===== src/rtl/bcd_pkg.sv =====
// Shared definitions for the decade counter: digit type, limits and the next-state function.
package bcd_pkg;
   localparam int BCD_W = 4;
   localparam logic [BCD_W-1:0] BCD_MAX = 4'd9;

   typedef logic [BCD_W-1:0] bcd_digit_t;

   // Codes above the terminal count (including illegal 10..15) go straight to 0.
   function automatic bcd_digit_t bcd_inc(bcd_digit_t d, bcd_digit_t max = BCD_MAX);
      if (d >= max) return '0;
      else          return d + 4'd1;
   endfunction
endpackage


===== src/rtl/bcd.sv =====
// Free-running single-digit BCD counter: 0..MAX_VALUE then wraps to 0, async active-high reset.
module bcd
   import bcd_pkg::*;
#(
   parameter logic [BCD_W-1:0] RESET_VALUE = 4'd0,
   parameter logic [BCD_W-1:0] MAX_VALUE   = 4'd9
) (
   input  logic             clk,
   input  logic             reset,
   output logic [BCD_W-1:0] count
);

   generate
      if (MAX_VALUE < 4'd1 || MAX_VALUE > BCD_MAX) begin : g_bad_max
         $error("bcd: MAX_VALUE must be in 1..9");
      end
      if (RESET_VALUE > MAX_VALUE) begin : g_bad_rst
         $error("bcd: RESET_VALUE must not exceed MAX_VALUE");
      end
   endgenerate

   always_ff @(posedge clk or posedge reset) begin
      if (reset) count <= RESET_VALUE;
      else       count <= bcd_inc(count, MAX_VALUE);
   end

endmodule


===== config.mk =====
export PLATFORM = sky130hd
export DESIGN_NAME = bcd
export DESIGN_NICKNAME = d
export VERILOG_FILES = /design/src/rtl/bcd_pkg.sv /design/src/rtl/bcd.sv
export SDC_FILE = /design/constraint.sdc
export NUM_CORES = 1
export LEC_CHECK = 0
export CAP_MARGIN = 25
export CORE_AREA = 2 2 39 41
export DETAILED_ROUTE_END_ITERATION = 12
export DIE_AREA = 0 0 41 43
export GPL_ROUTABILITY_DRIVEN = 0
export SLEW_MARGIN = 20
export SYNTH_ARGS = -nofsm -noshare
export SYNTH_HDL_FRONTEND = slang
export SYNTH_SLANG_ARGS = --single-unit
export TNS_END_PERCENT = 10

===== constraint.sdc =====
create_clock -name clk -period 1.6 [get_ports clk]
set_input_delay 0.16 -clock clk [delete_from_list [all_inputs] [get_ports clk]]
set_output_delay 0.16 -clock clk [all_outputs]
set_load 0.05 [all_outputs]

# After elaboration in Yosys (flattened, before gate mapping)
# Cells that the tools add are included.
dict set report totals {
  regBits 4
  wordCells 4
}
dict set report classes {
  mux 1
  magnitude_cmp 1
  n_addsub 1
}
# op count
set op_table {}
lappend op_table {{adder 4 x 1 -> 4 bit (second input constant)} 1}
lappend op_table {{>= comparator 4 bit (second input constant)} 1}
lappend op_table {{two-way mux 4 bit} 1}

# Depth between registers and ports, before layout
# Gate-level depths: netlist of the first run.
dict set report depth {
  word_depth 2
  ltp_mapped 4
  depth_no_buf 4
}

# Least setup slack after synthesis of the first run
# No wires, ideal clock.
dict set report synth_path {
  path_kind {flip-flop to flip-flop}
  startpoint {reg count[1]}
  endpoint {reg count[0]}
  period_less_slack_ns 1.573
  path_buffers 0
  setup_ns 0.085
  path_stages_with_launch 5
  slack_ns 0.027
  t_arrival_ns 1.489
  cell_sequence {dfrtp_1 -> inv_1 -> ha_1 -> or3b_4 -> a21oi_1}
}
dict set report synth_between {
  elab_chain_cells 2
}
# element line_no
set synth_rtl {}
lappend synth_rtl {{start, declared} bcd.sv:10} ;# output logic [BCD_W-1:0] count
lappend synth_rtl {{start signal, assigned} bcd.sv:24} ;# else count <= bcd_inc(count, MAX_VALUE);
lappend synth_rtl {{>= comparator 4 bit} bcd_pkg.sv:10} ;# if (d >= max) return '0;
lappend synth_rtl {{two-way mux 4 bit} bcd_pkg.sv:10}
# Every way passes these cells.

# Worst setup path in the final report of the first run
dict set report layout_path {
  startpoint {reg count[0]}
  endpoint {reg count[3]}
}
dict set report layout_between {
  elab_chain_cells 2
  word_cells_on_any_way 3
  cone_classes {1 x add/sub; 1 x order compare; 1 x mux}
}
# element line_no
set layout_rtl {}
lappend layout_rtl {{adder 4 x 1 -> 4 bit or >= comparator 4 bit (tied branches)} {bcd_pkg.sv:11, bcd_pkg.sv:10}}
lappend layout_rtl {{two-way mux 4 bit (*)} bcd_pkg.sv:10}
# Mark *: on every way between the ends. The rest lies on a longest branch, timed or not.

==> qor.txt, run 1 <==
Run status -> complete, no violations
Cell accounting for the most synthesized area -> dfrtp_1
Max IR drop VDD -> 0.378 mV
CTS tree -> yes
Finish-stage setup viols -> 0
Fraction of layout cells with a size suffix above 1 -> 0.346
Slew Viols, Final -> 0
Final TNS setup -> 0 ns
DP Worst Slack -> 0.307 ns
Worst slew margin -> 0.865
Number of H-tree levels -> 1
Post-route DRC -> 0
Seq cells post-synth -> 4
CTS Buf Count -> 3
Total Wirelength -> 390 um
RSZ-0062 raised after global routing -> no
Post-DRT Antenna Nets -> 0
DR vias -> 158
Crit-path cells -> ha_1 -> or3b_4 -> mux2i_1
Commonest non-fill, non-tap cells in the layout -> inv_1, dfrtp_1, buf_4
Sw Pwr -> 0.0000454 W
Final Worst Setup Slack -> 0.304 ns
Critical path arrival -> 1.45 ns
Max Clock Freq -> 0.772 GHz
CP max FO -> 6
Diodes inserted -> 0
TritonRoute pass-1 iters -> 2
Hold crit path type -> in -> async
Clock Tree Buf Depth -> 2
Fin crit period -> 1.30 ns
Measured slew at the worst slew-check pin -> 0.202 ns
GRT Overall Usage -> 0.0573
Net Count, Synth -> 23
Pin count of the biggest net entering global routing -> 7
Initial Util -> 0.152
Critical Path Max Stage Delay -> 0.43 ns
First-pass GRT wire length -> 593 um
FF/Latch Area -> 100 sq um
Power density cells -> 797 nW/um^2
Final Hold Fails -> 0
Congestion Overflow GR -> 0
Distinct cells, synth -> 10
PostCTS Resize Cnt -> 0
Number of flip-flops in the largest register -> 4
Final worst path period share -> 0.810
Area of the multi-input gates -> 95.1 sq um
MaxCap Viol Count -> 0
Top post-synthesis cells by area -> dfrtp_1, ha_1, inv_1, a21boi_2, or3b_4
Vias in the first global route -> 152
Synth Warn # -> 0
# fillers -> 160
CTS Root Cell -> clkbuf_4
Vias per inst -> 3.76
Sequential Power Share -> 0.436
Largest reg by FF count -> count
IO Port Bufs -> 5
Core Region -> 1380 sq um
Initial antenna violation count -> 0
Sequential area share after synthesis -> 0.476
Worst Setup Path Type -> reg -> reg
CTS Sinks -> 4
Sw Ratio -> 0.195
Leak Pwr -> 0.138 nW
Comb power frac -> 0.019
Chip width -> 41 um
Clock Latency Late Sink -> 0.24 ns
Nets -> 33
Cell-internal power -> 0.000188 W
Die Area -> 1760 sq um
Critical Path End Type -> flop
Cell row count -> 14
Final Skew -> 0.000345 ns
Initial DRC count -> 5
I/O Pins -> 6
R2R depth -> 3
Post-synthesis cell area -> 210 sq um
Synth Instances -> 18
Chip height -> 43 um
Part of the power in the clock network -> 0.545
CP Launch Type -> flop
Synth top area share -> 0.476
Syn_area_per_cell -> 11.7 sq um
CTS Hold Buffers Added -> 0
Crit path max-delay cell type -> dfrtp_1
Regs by FF count -> count x4
Wire length per cell -> 9.29 um
Post-CTS setup buffers -> 0
Layout area overhead -> 39.3%
Worst EP required -> 1.76 ns
Finished Core Util -> 0.212
CTS clock-pin slew for the worst setup and hold paths -> 0.04 ns
## cell families (layout without fill, tap and decap cells)
| group | Yosys count | count (layout) | synth area share |
|---|---|---|---|
| buffers and inverters | 4 | 12 | 0.0714 |
| AND/OR/NAND/NOR | 2 | 2 | 0.0774 |
| XOR/XNOR | 1 | 1 | 0.0417 |
| flip-flops | 4 | 4 | 0.476 |
| adder cells (fa/ha/maj) | 3 | 3 | 0.179 |
| AO/OA/AOI/OAI | 3 | 3 | 0.107 |
| multiplexers | 1 | 1 | 0.0476 |
## Yosys cell counts
master,instances
nand3_1,1
mux2i_1,1
xnor2_1,1
inv_1,4
ha_1,3
a21boi_2,1
dfrtp_1,4
o22ai_1,1
a21oi_1,1
or3b_4,1
## layout make-up
cell class,count,area share
timing repair buffer,5,0.137
multi-input combinational,10,0.325
sequential,4,0.342
clock buffer,3,0.0769
inverter,4,0.0513
tap,16,0.0684
## metal layers
metal | share of wire | wire [um] | vias to the layer above | track usage
met2 | 0.43 | 166 | 9 | 0.0656
met1 | 0.42 | 163 | 73 | 0.0583
li1 | - | - | 76 | -
met3 | 0.15 | 60 | 0 | 0.0785
met5 | 0 | 0 | - | 0
met4 | 0 | 0 | 0 | 0.0200
## through the flow
| step | cell area [sq um] | hold slack (ns) | power, W | std cells |
|---|---|---|---|---|
| 2_1_floorplan | 210 | -0.0739 | 0.000105 | 18 |
| 3_3_place_gp | 270 | 0.354 | 0.000107 | 39 |
| 3_5_place_dp | 270 | 0.368 | 0.000108 | 39 |
| 4_1_cts | 293 | 0.110 | 0.000239 | 42 |
| 5_1_grt | 293 | 0.130 | 0.000247 | 42 |
| 6_report | 293 | 0.110 | 0.000233 | 42 |
## critical path, delay by kind of cell (launching register included)
kind                       cells  cell delay (ns)
DFF                            1             0.43
and+or+nand+nor                1             0.42
adders and majority gates      1             0.22
muxes                          1             0.14
## power groups by stage
stage | Combinational [W] | Sequential (W) | Clock, W
2_1_floorplan | 0.00000169 | 0.000103 | 0
3_3_place_gp | 0.00000441 | 0.000103 | 0
3_5_place_dp | 0.00000471 | 0.000103 | 0
4_1_cts | 0.00000467 | 0.000102 | 0.000133
5_1_grt | 0.00000510 | 0.000102 | 0.000140
6_report | 0.00000448 | 0.000102 | 0.000127
## worst paths after layout
| kind | from | endpoint | slack, ns |
|---|---|---|---|
| worst min-delay path | reset | count[2]$_DFF_PP0_ | 0.11 |
| worst max-delay path | count[0]$_DFF_PP0_ | count[3]$_DFF_PP0_ | 0.30 |
| worst min register to register | count[0]$_DFF_PP0_ | count[0]$_DFF_PP0_ | 0.54 |
| worst max register to register | count[0]$_DFF_PP0_ | count[3]$_DFF_PP0_ | 0.30 |
| min in group clk | count[0]$_DFF_PP0_ | count[0]$_DFF_PP0_ | 0.54 |
| max in group asynchronous | reset | count[0]$_DFF_PP0_ | 1.34 |
Power figures use the tool's default switching activity.
==> run 2, diff against run 1 <==
Clock period 1.6 ns to 1 ns, I/O delays scaled along.
==> run 2 against run 1 <==
Against the previous run:
- global-route usage increased by 0.62 points
- sequential cell count unchanged
- clock-buffer cell count unchanged
- critical endpoint unchanged
- critical path depth unchanged
- sequential power increased by 60%
- combinational power increased by 62%
- largest power group unchanged
- the run now ends with setup timing left
==> qor.txt, run 2 (synthesized netlist as in run 1, its figures left out) <==
Fin crit period -> 1.20 ns
Clock Tree Buf Depth -> 2
Number of flip-flops in the largest register -> 4
RSZ-0062 raised after global routing -> yes
First-pass GRT wire length -> 648 um
Wire length per cell -> 8.91 um
CTS Sinks -> 4
Measured slew at the worst slew-check pin -> 0.294 ns
Congestion Overflow GR -> 0
R2r startpoint -> count[0]$_DFF_PP0_
Largest reg by FF count -> count
CTS Buf Count -> 3
Worst slew margin -> 0.804
Layout area overhead -> 79.8%
Clock Latency Late Sink -> 0.24 ns
Max IR drop VDD -> 0.659 mV
Final Hold Fails -> 0
MaxCap Viol Count -> 0
Total Wirelength -> 401 um
Cell row count -> 14
Diodes inserted -> 0
Fraction of layout cells with a size suffix above 1 -> 0.621
Post-DRT Antenna Nets -> 0
Leak Pwr -> 0.167 nW
Finish-stage setup viols -> 7
Hold slack -> 0.0525 ns
Most common cell after layout, fill and taps aside -> buf_12
Initial DRC count -> 4
DR vias -> 171
Vias in the first global route -> 143
CP Launch Type -> flop
DP Worst Slack -> -0.219 ns
Post-route DRC -> 0
IO Port Bufs -> 5
Core Region -> 1380 sq um
Worst Setup Path Type -> reg -> reg
Final Worst Setup Slack -> -0.205 ns
Vias per inst -> 3.80
Regs by FF count -> count x4
Critical path arrival -> 1.37 ns
CP max FO -> 4
Hold crit path type -> in -> async
Final Skew -> 0.00211 ns
Initial antenna violation count -> 0
Nets -> 36
Chip width -> 41 um
Final Non-Filler Cells -> 45
RR Endpoint -> count[3]$_DFF_PP0_
I/O Pins -> 6
Die Area -> 1760 sq um
Reg2Reg Setup Slack -> -0.20 ns
Chip height -> 43 um
Worst EP required -> 1.16 ns
Commonest non-fill, non-tap cells in the layout -> buf_12, clkbuf_4
Post-CTS setup buffers -> 0
Pin count of the biggest net entering global routing -> 6
Critical Path End Type -> flop
Max Clock Freq -> 0.830 GHz
Fin area -> 378 sq um
GRT Overall Usage -> 0.0635
CTS clock-pin slew for the worst setup and hold paths -> 0.04 ns
Final worst path period share -> 1.20
Cells after DPL -> 42
Cell Area, Placed -> 352 sq um
Power density cells -> 998 nW/um^2
Initial Util -> 0.152
TritonRoute pass-1 iters -> 2
CTS tree -> yes
Slew Viols, Final -> 0
CTS Root Cell -> clkbuf_4
Number of H-tree levels -> 1
Failing checks -> setup timing
Run status -> finished, violations left
R2R depth -> 3
run 2: worst max-delay path, stage by stage (launching register included):
cell and delay, ns:
dfrtp_2 0.41, ha_2 0.18, or3b_4 0.40, mux2i_1 0.14
run 2: power by group:
part	leakage (nW)	internal (W)	switching (W)
Combinational	0.109	0.00000366	0.00000361
Clock	0.0138	0.000135	0.0000724
Sequential	0.0445	0.000163	0
run 2: final cells by class:
| type | count | area, sq um |
|---|---|---|
| flip-flops and latches | 4 | 103 |
| inverters | 4 | 15.0 |
| fillers | 145 | 1010 |
| repair buffers | 8 | 116 |
| multi-input cells | 10 | 101 |
| clock buffers | 3 | 22.5 |
| well taps | 16 | 20.0 |
run 2: metal layers:
layer	share of wire	global-route usage	wire length, um	up-vias
li1	-	-	-	80
met1	0.47	0.0782	188	82
met2	0.40	0.0656	159	9
met3	0.13	0.0785	54	0
met4	0	0.0200	0	0
met5	0	0	0	-
run 2: worst max-delay path by stage:
stage | from | end | slack (ns)
final | count[0]$_DFF_PP0_ | count[3]$_DFF_PP0_ | -0.20
after floorplan | count[1]$_DFF_PP0_ | count[3]$_DFF_PP0_ | -0.34
after global placement | count[0]$_DFF_PP0_ | count[3]$_DFF_PP0_ | -0.19
after CTS | count[0]$_DFF_PP0_ | count[3]$_DFF_PP0_ | -0.21
after detailed placement | count[0]$_DFF_PP0_ | count[3]$_DFF_PP0_ | -0.22
after global routing | count[0]$_DFF_PP0_ | count[3]$_DFF_PP0_ | -0.24
run 2: timing repair:
item	4_1_cts	5_1_grt
setup endpoints to repair	8	8
pin swaps	0	1
hold buffers	0	0
resized for setup	2	0
run 2: stage by stage:
stage	utilization	power (W)	TNS, ns
after floorplan	-	0.000167	-1.34
after global placement	0.254	0.000172	-0.732
after detailed placement	0.254	0.000172	-0.805
after CTS	0.273	0.000388	-0.943
after global routing	0.273	0.000397	-1.13
final	0.273	0.000377	-0.860
